**src/rtl/djb2_hash_sched.sv**
```systemverilog
`default_nettype none
// ============================================================================
//  Module   : djb2_hash_sched
//  Purpose  : Shared djb2 hash engine. NREQ requesters are served in
//             round-robin order. Each job is one 32-bit word plus a byte
//             count (0..4; 5..7 are treated as 4). The bytes are folded one
//             per clock, starting from seed 5381, and the 32-bit result is
//             returned tagged with the id of the requester that owned the job.
//  Ports    : clk, rst        - clock, synchronous active-high reset
//             req_valid[i]    - requester i has a job
//             req_data        - 32 bits per requester, byte k at [8k+7:8k]
//             req_len         - 3 bits per requester, byte count
//             req_ready       - one-hot grant (IDLE only)
//             res_valid/ready - result handshake
//             res_hash        - final hash
//             res_id          - index of the requester that owned the job
//  Options  : define DJB2_XOR_EN for the djb2a step (hash*33 ^ byte)
//             instead of the default additive step (hash*33 + byte).
//  Revision : 1.0 - initial release
// ============================================================================
module djb2_hash_sched #(
  parameter int NREQ = 4,
  parameter int IDW  = 2
) (
  input  logic                 clk,
  input  logic                 rst,
  input  logic [NREQ-1:0]      req_valid,
  input  logic [32*NREQ-1:0]   req_data,
  input  logic [3*NREQ-1:0]    req_len,
  output logic [NREQ-1:0]      req_ready,
  output logic                 res_valid,
  input  logic                 res_ready,
  output logic [31:0]          res_hash,
  output logic [IDW-1:0]       res_id
);

  typedef enum logic [1:0] {
    IDLE = 2'd0,
    HASH = 2'd1,
    DONE = 2'd2
  } state_t;

  localparam logic [31:0]  C_SEED    = 32'd5381;
  localparam logic [IDW:0] C_NREQ_W  = (IDW+1)'(NREQ);

  state_t          state_q,  state_d;
  logic [IDW-1:0]  rr_ptr_q, rr_ptr_d;
  logic [31:0]     data_q,   data_d;
  logic [2:0]      len_q,    len_d;
  logic [IDW-1:0]  id_q,     id_d;
  logic [31:0]     hash_q,   hash_d;
  logic [2:0]      cnt_q,    cnt_d;

  // Arbitration signals
  logic [NREQ-1:0] rot_valid;
  logic [IDW-1:0]  win_off;
  logic [IDW:0]    win_sum;
  logic [IDW-1:0]  win_idx;
  logic [IDW:0]    nxt_sum;
  logic [IDW-1:0]  nxt_ptr;
  logic            any_valid;
  logic [31:0]     sel_data;
  logic [2:0]      sel_len;
  logic [2:0]      sel_len_clamped;

  // Datapath signals
  logic [7:0]      cur_byte;
  logic [31:0]     hash_x33;
  logic [31:0]     hash_step;

  // --------------------------------------------------------------------------
  // Round-robin winner: rotate the request vector so rr_ptr sits at bit 0,
  // find the lowest set bit, then rotate the offset back modulo NREQ.
  // --------------------------------------------------------------------------
  always_comb begin
    rot_valid = NREQ'({req_valid, req_valid} >> rr_ptr_q);
    any_valid = |req_valid;
    win_off   = '0;
    for (int j = NREQ-1; j >= 0; j--) begin
      if (rot_valid[j]) begin
        win_off = IDW'(j);
      end
    end
    win_sum = {1'b0, rr_ptr_q} + {1'b0, win_off};
    win_idx = (win_sum >= C_NREQ_W) ? IDW'(win_sum - C_NREQ_W) : IDW'(win_sum);
    nxt_sum = {1'b0, win_idx} + {{IDW{1'b0}}, 1'b1};
    nxt_ptr = (nxt_sum == C_NREQ_W) ? '0 : IDW'(nxt_sum);
  end

  // Job fields of the winning requester
  always_comb begin
    sel_data = '0;
    sel_len  = '0;
    for (int i = 0; i < NREQ; i++) begin
      if (win_idx == IDW'(i)) begin
        sel_data = req_data[32*i +: 32];
        sel_len  = req_len[3*i +: 3];
      end
    end
    sel_len_clamped = (sel_len > 3'd4) ? 3'd4 : sel_len;
  end

  // --------------------------------------------------------------------------
  // One djb2 step per clock; cnt never exceeds 3 while hashing.
  // --------------------------------------------------------------------------
  always_comb begin
    case (cnt_q[1:0])
      2'd0:    cur_byte = data_q[7:0];
      2'd1:    cur_byte = data_q[15:8];
      2'd2:    cur_byte = data_q[23:16];
      default: cur_byte = data_q[31:24];
    endcase
    hash_x33 = (hash_q << 5) + hash_q;
`ifdef DJB2_XOR_EN
    hash_step = hash_x33 ^ {24'b0, cur_byte};
`else
    hash_step = hash_x33 + {24'b0, cur_byte};
`endif
  end

  // --------------------------------------------------------------------------
  // Next-state and output logic
  // --------------------------------------------------------------------------
  always_comb begin
    state_d   = state_q;
    rr_ptr_d  = rr_ptr_q;
    data_d    = data_q;
    len_d     = len_q;
    id_d      = id_q;
    hash_d    = hash_q;
    cnt_d     = cnt_q;
    req_ready = '0;

    case (state_q)
      IDLE: begin
        if (any_valid) begin
          req_ready = NREQ'(1) << win_idx;
          data_d    = sel_data;
          len_d     = sel_len_clamped;
          id_d      = win_idx;
          hash_d    = C_SEED;
          cnt_d     = '0;
          rr_ptr_d  = nxt_ptr;
          state_d   = (sel_len_clamped == 3'd0) ? DONE : HASH;
        end
      end
      HASH: begin
        hash_d = hash_step;
        cnt_d  = cnt_q + 3'd1;
        if (cnt_q == len_q - 3'd1) begin
          state_d = DONE;
        end
      end
      DONE: begin
        if (res_ready) begin
          state_d = IDLE;
        end
      end
      default: begin
        state_d = IDLE;
      end
    endcase
  end

  always_ff @(posedge clk) begin
    if (rst) begin
      state_q  <= IDLE;
      rr_ptr_q <= '0;
      data_q   <= '0;
      len_q    <= '0;
      id_q     <= '0;
      hash_q   <= '0;
      cnt_q    <= '0;
    end else begin
      state_q  <= state_d;
      rr_ptr_q <= rr_ptr_d;
      data_q   <= data_d;
      len_q    <= len_d;
      id_q     <= id_d;
      hash_q   <= hash_d;
      cnt_q    <= cnt_d;
    end
  end

  assign res_valid = (state_q == DONE);
  assign res_hash  = hash_q;
  assign res_id    = id_q;

endmodule
`default_nettype wire

```
**config.mk**
```make
export PLATFORM = sky130hd
export DESIGN_NAME = djb2_hash_sched
export DESIGN_NICKNAME = d
export VERILOG_FILES = /design/src/rtl/djb2_hash_sched.sv
export SDC_FILE = /design/constraint.sdc
export NUM_CORES = 1
export LEC_CHECK = 0
export CELL_PAD_IN_SITES_DETAIL_PLACEMENT = 0
export CELL_PAD_IN_SITES_GLOBAL_PLACEMENT = 1
export CORE_MARGIN = 8
export CORE_UTILIZATION = 35
export CTS_CLUSTER_SIZE = 12
export DETAILED_ROUTE_END_ITERATION = 7
export HOLD_SLACK_MARGIN = 0.08
export PLACE_DENSITY_LB_ADDON = 0.1
export RECOVER_POWER = 100
export SYNTH_ARGS = -nofsm -noshare
export SYNTH_HDL_FRONTEND = slang
export SYNTH_SLANG_ARGS = --single-unit
```
**constraint.sdc**
```tcl
create_clock -name clk -period 6.4 [get_ports clk]
set_clock_uncertainty 0.2 [all_clocks]
set_input_delay 0.64 -clock clk [delete_from_list [all_inputs] [get_ports clk]]
set_output_delay 0.64 -clock clk [all_outputs]
set_load 0.01 [all_outputs]
```
==> key figures <==
Worst setup path
  – R2r endpoint: res_hash[26]
  – Reg2reg start: cnt_q[0]
  – CP Max Fanout: 65
  – Worst R2R Setup Slack: 1.66 ns
  – Data arrival time of the critical path: ~4.5 ns
  – Reg2Reg Depth: 16
  – Req. time, crit path: 5.56 ns
  – Setup crit end kind: output port
  – Startpoint Class: primary input
  – Crit path to: req_ready[1]
  – Crit Path Category: primary input to output port
  – CP Launch Point: req_valid[0]

Global route
  – Largest net degree at the start of global routing: 66
  – GRT overflow: 0
  – Initial antenna violation count: 0
  – First-pass GRT wire length: 33.4 mm
  – Number of global-route vias before repair: about 6300
  – Tot GR Track Use: roughly a fifth

Final layout
  – Final core occ: between 40 and 50%
  – Layout area overhead: 36.7%
  – Fin area: ~8400 µm²
  – Nets: roughly 1200
  – Layout cell share with drive strength beyond 1: under 10%
  – Ant diodes: 0

Clock tree
  – Clock buffer depth: 2
  – Clock root buffer: clkbuf_16
  – CTS tree: built
  – Cts repair resizes: 0
  – Post-CTS Setup Repair Bufs: 0
  – Worst-path clk slew: around 0.070 ns
  – Num Clock Sinks: between 70 and 80
  – Worst-Skew Late Latency: around 0.34 ns
  – Num CTS Buffers: 9
  – Hold_buf cts: 0
  – H-tree depth: 3

Detailed routing
  – Drt wl/cell: approximately 17 µm
  – Final WL: 20.5 mm
  – Post-route ant nets: 0
  – Via-per-instance ratio: 5.21
  – DR DRC count: 0
  – Total number of vias: 6329
  – Router iterations before antenna repair: 6
  – Initial DRC Count: ~300

Placed design
  – GP Congestion: between 0.8 and 0.9
  – Hpwl dp: about 16 mm
  – Port Buffers: 185
  – DP Area: just over 8000 µm²

Timing
  – Final period utilization: 82.8%
  – Final Max Slew Viols: 66
  – Tmin final: between 5 and 6 ns
  – Slew headroom: -71.6%
  – Hold Fails Final Rpt: 0
  – Setup violations, final: 0
  – Setup TNS: 0 ns
  – Worst-Margin Slew: roughly 2.6 ns
  – RSZ-0062 raised after global routing: false
  – Fmax: about 0.19 GHz

Power
  – Pwr dens: roughly 440 nW/µm²
  – Leak: about 0.0037 µW
  – VDD IR-drop max: 0.000406 V

Floorplanning
  – I/O pin count: ~190
  – Initial core utilization: 35.7%
  – Die area: between 20000 and 25000 µm²
  – Rows: 48
  – Die X: 149 µm
  – Core box area: approximately 17000 µm²
  – Die Y: between 100 and 150 µm

Synth
  – Seq cells post-synth: 76
  – Post-Synthesis Net Count: approximately 1100
  – Post-synth ARST share: 0%
  – Avg Cell Area, Syn: approximately 7.3 µm²
  – Synth Instances: about 840
  – Post-synth top flop: dfxtp_1
  – Number of flops mapped to enable cells by yosys: 0
  – Syn Std Cell Area: between 6000 and 7000 µm²
  – Distinct cells, synth: between 50 and 60
  – Post-synthesis sequential area ratio: 24.7%
  – Yosys warning total: 0

Run
  – Max-Cap Viols: 1

Min path
  – Hold Path Class: flip-flop to flip-flop

Status
  – Failing checks: capacitance limit, slew limit
  – Status: finished with violations
-- registers in the layout, indices dropped and copies added (netlist names) --
name and flops:
data_q 32, cnt_q 3, rr_ptr_q 2, res_id 2
res_hash 32, state_q 2, len_q 3
-- through the flow --
step | std cells | setup slack, ns | total power [µW] | hold WS (ns)
after floorplan | 842 | 2.09 | 2480 | 0.232
final | 1215 | 1.10 | 3680 | 0.254
after detailed placement | 1199 | 1.70 | 3200 | 0.248
after global routing | 1215 | 0.719 | 4120 | 0.297
after global placement | 1199 | 1.86 | 3200 | 0.256
after CTS | 1215 | 1.71 | 3750 | 0.258
-- cell usage after synthesis (2+ instances only) --
master,instances,area share (%)
o21bai_1,5,0.61
xor2_1,10,1.4
ha_1,68,14
inv_1,29,1.8
mux2i_1,8,1.3
and3_1,2,0.20
a221o_1,2,0.33
o21a_1,7,0.85
nor3_1,4,0.33
mux2_2,2,0.37
a22oi_1,9,1.1
a31oi_1,2,0.20
or4_1,2,0.24
nor2b_1,5,0.51
a21oi_1,110,8.9
fa_1,4,1.3
dfxtp_1,76,25
and4_1,3,0.43
a32oi_1,2,0.28
o31ai_1,5,0.61
a21o_1,12,1.5
nand2b_1,2,0.20
o2111ai_1,3,0.43
nand2_1,85,5.2
xnor2_1,22,3.1
nand4_1,3,0.30
o21ai_0,41,3.3
nor2_1,144,8.8
and2_1,4,0.41
o211ai_1,30,3.7
nor4_1,2,0.20
or3_1,4,0.41
a222oi_1,8,1.3
a22o_1,15,2.1
buf_1,8,0.49
nand3_1,9,0.73
a211oi_1,24,2.9
clkbuf_1,53,3.2
nand3b_1,5,0.61
-- layer usage --
layer	GRT usage [%]	vias up	routed length (µm)
li1	-	3308	-
met1	24.4	2888	9460
met2	31.6	123	9860
met3	3.43	10	1050
met4	2.75	0	104
met5	0	-	0
-- where the power goes --
group          switching, µW  internal (µW)  leakage (µW)  total, µW
Combinational           1460            948       0.00289       2410
Clock                    224            308      0.000149        533
Sequential               125            609      0.000624        733
-- worst min path at each step --
stage / end / slack [ns] / cells past startpoint / from
finish: res_id[0] / 0.25 / 2 / res_id[0]
global route: len_q[1] / 0.30 / 2 / len_q[1]
CTS: len_q[1] / 0.26 / 2 / len_q[1]
detailed placement: len_q[1] / 0.25 / 2 / len_q[1]
global placement: res_id[0] / 0.26 / 2 / res_id[0]
floorplan: len_q[1] / 0.23 / 2 / len_q[1]
-- worst max-delay path: stages --
cell	delay (ns)
dlygate4sd3_1	0.67
nor4_1	0.17
nor3_2	0.12
clkbuf_1	1.84
and2_0	0.41
clkdlybuf4s50_1	0.59
-- cells by family after synthesis --
group	share of synthesized area (%)
compound gates	29.2
simple gates	19.2
flops	24.7
fa+ha+maj	15.1
mux	1.67
xor+xnor	4.55
buf+inv	5.55
-- area by class of cell --
cell class	count	area, µm²
Fill cell	1764	8820
Multi-Input combinational cell	675	4300
Timing Repair Buffer	193	1900
Sequential cell	76	1520
Tap cell	225	282
Clock buffer	9	225
Inverter	30	113
Clock inverter	7	80.1
-- cell usage in the layout (no fill, tap or decap), types with 3 or more instances in the layout --
master / instances
nand3b_1: 5
o31ai_1: 5
o21ai_0: 42
inv_1: 29
mux2i_1: 8
nor2b_1: 5
buf_4: 6
o21bai_1: 5
o211ai_1: 30
a21o_1: 12
xnor2_1: 22
nor3_1: 3
xor2_1: 10
a22oi_1: 9
clkdlybuf4s50_1: 146
or3_1: 4
a21oi_1: 110
ha_1: 66
fa_1: 4
a222oi_1: 8
o21a_1: 7
nand3_1: 9
clkbuf_16: 9
and2_0: 3
a22o_1: 15
nor2_1: 144
dfxtp_1: 76
a211oi_1: 24
and4_1: 3
dlygate4sd3_1: 38
inv_6: 3
nand2_1: 85
nand4_1: 3
o2111ai_1: 3
(Power assumes the default switching activity.)
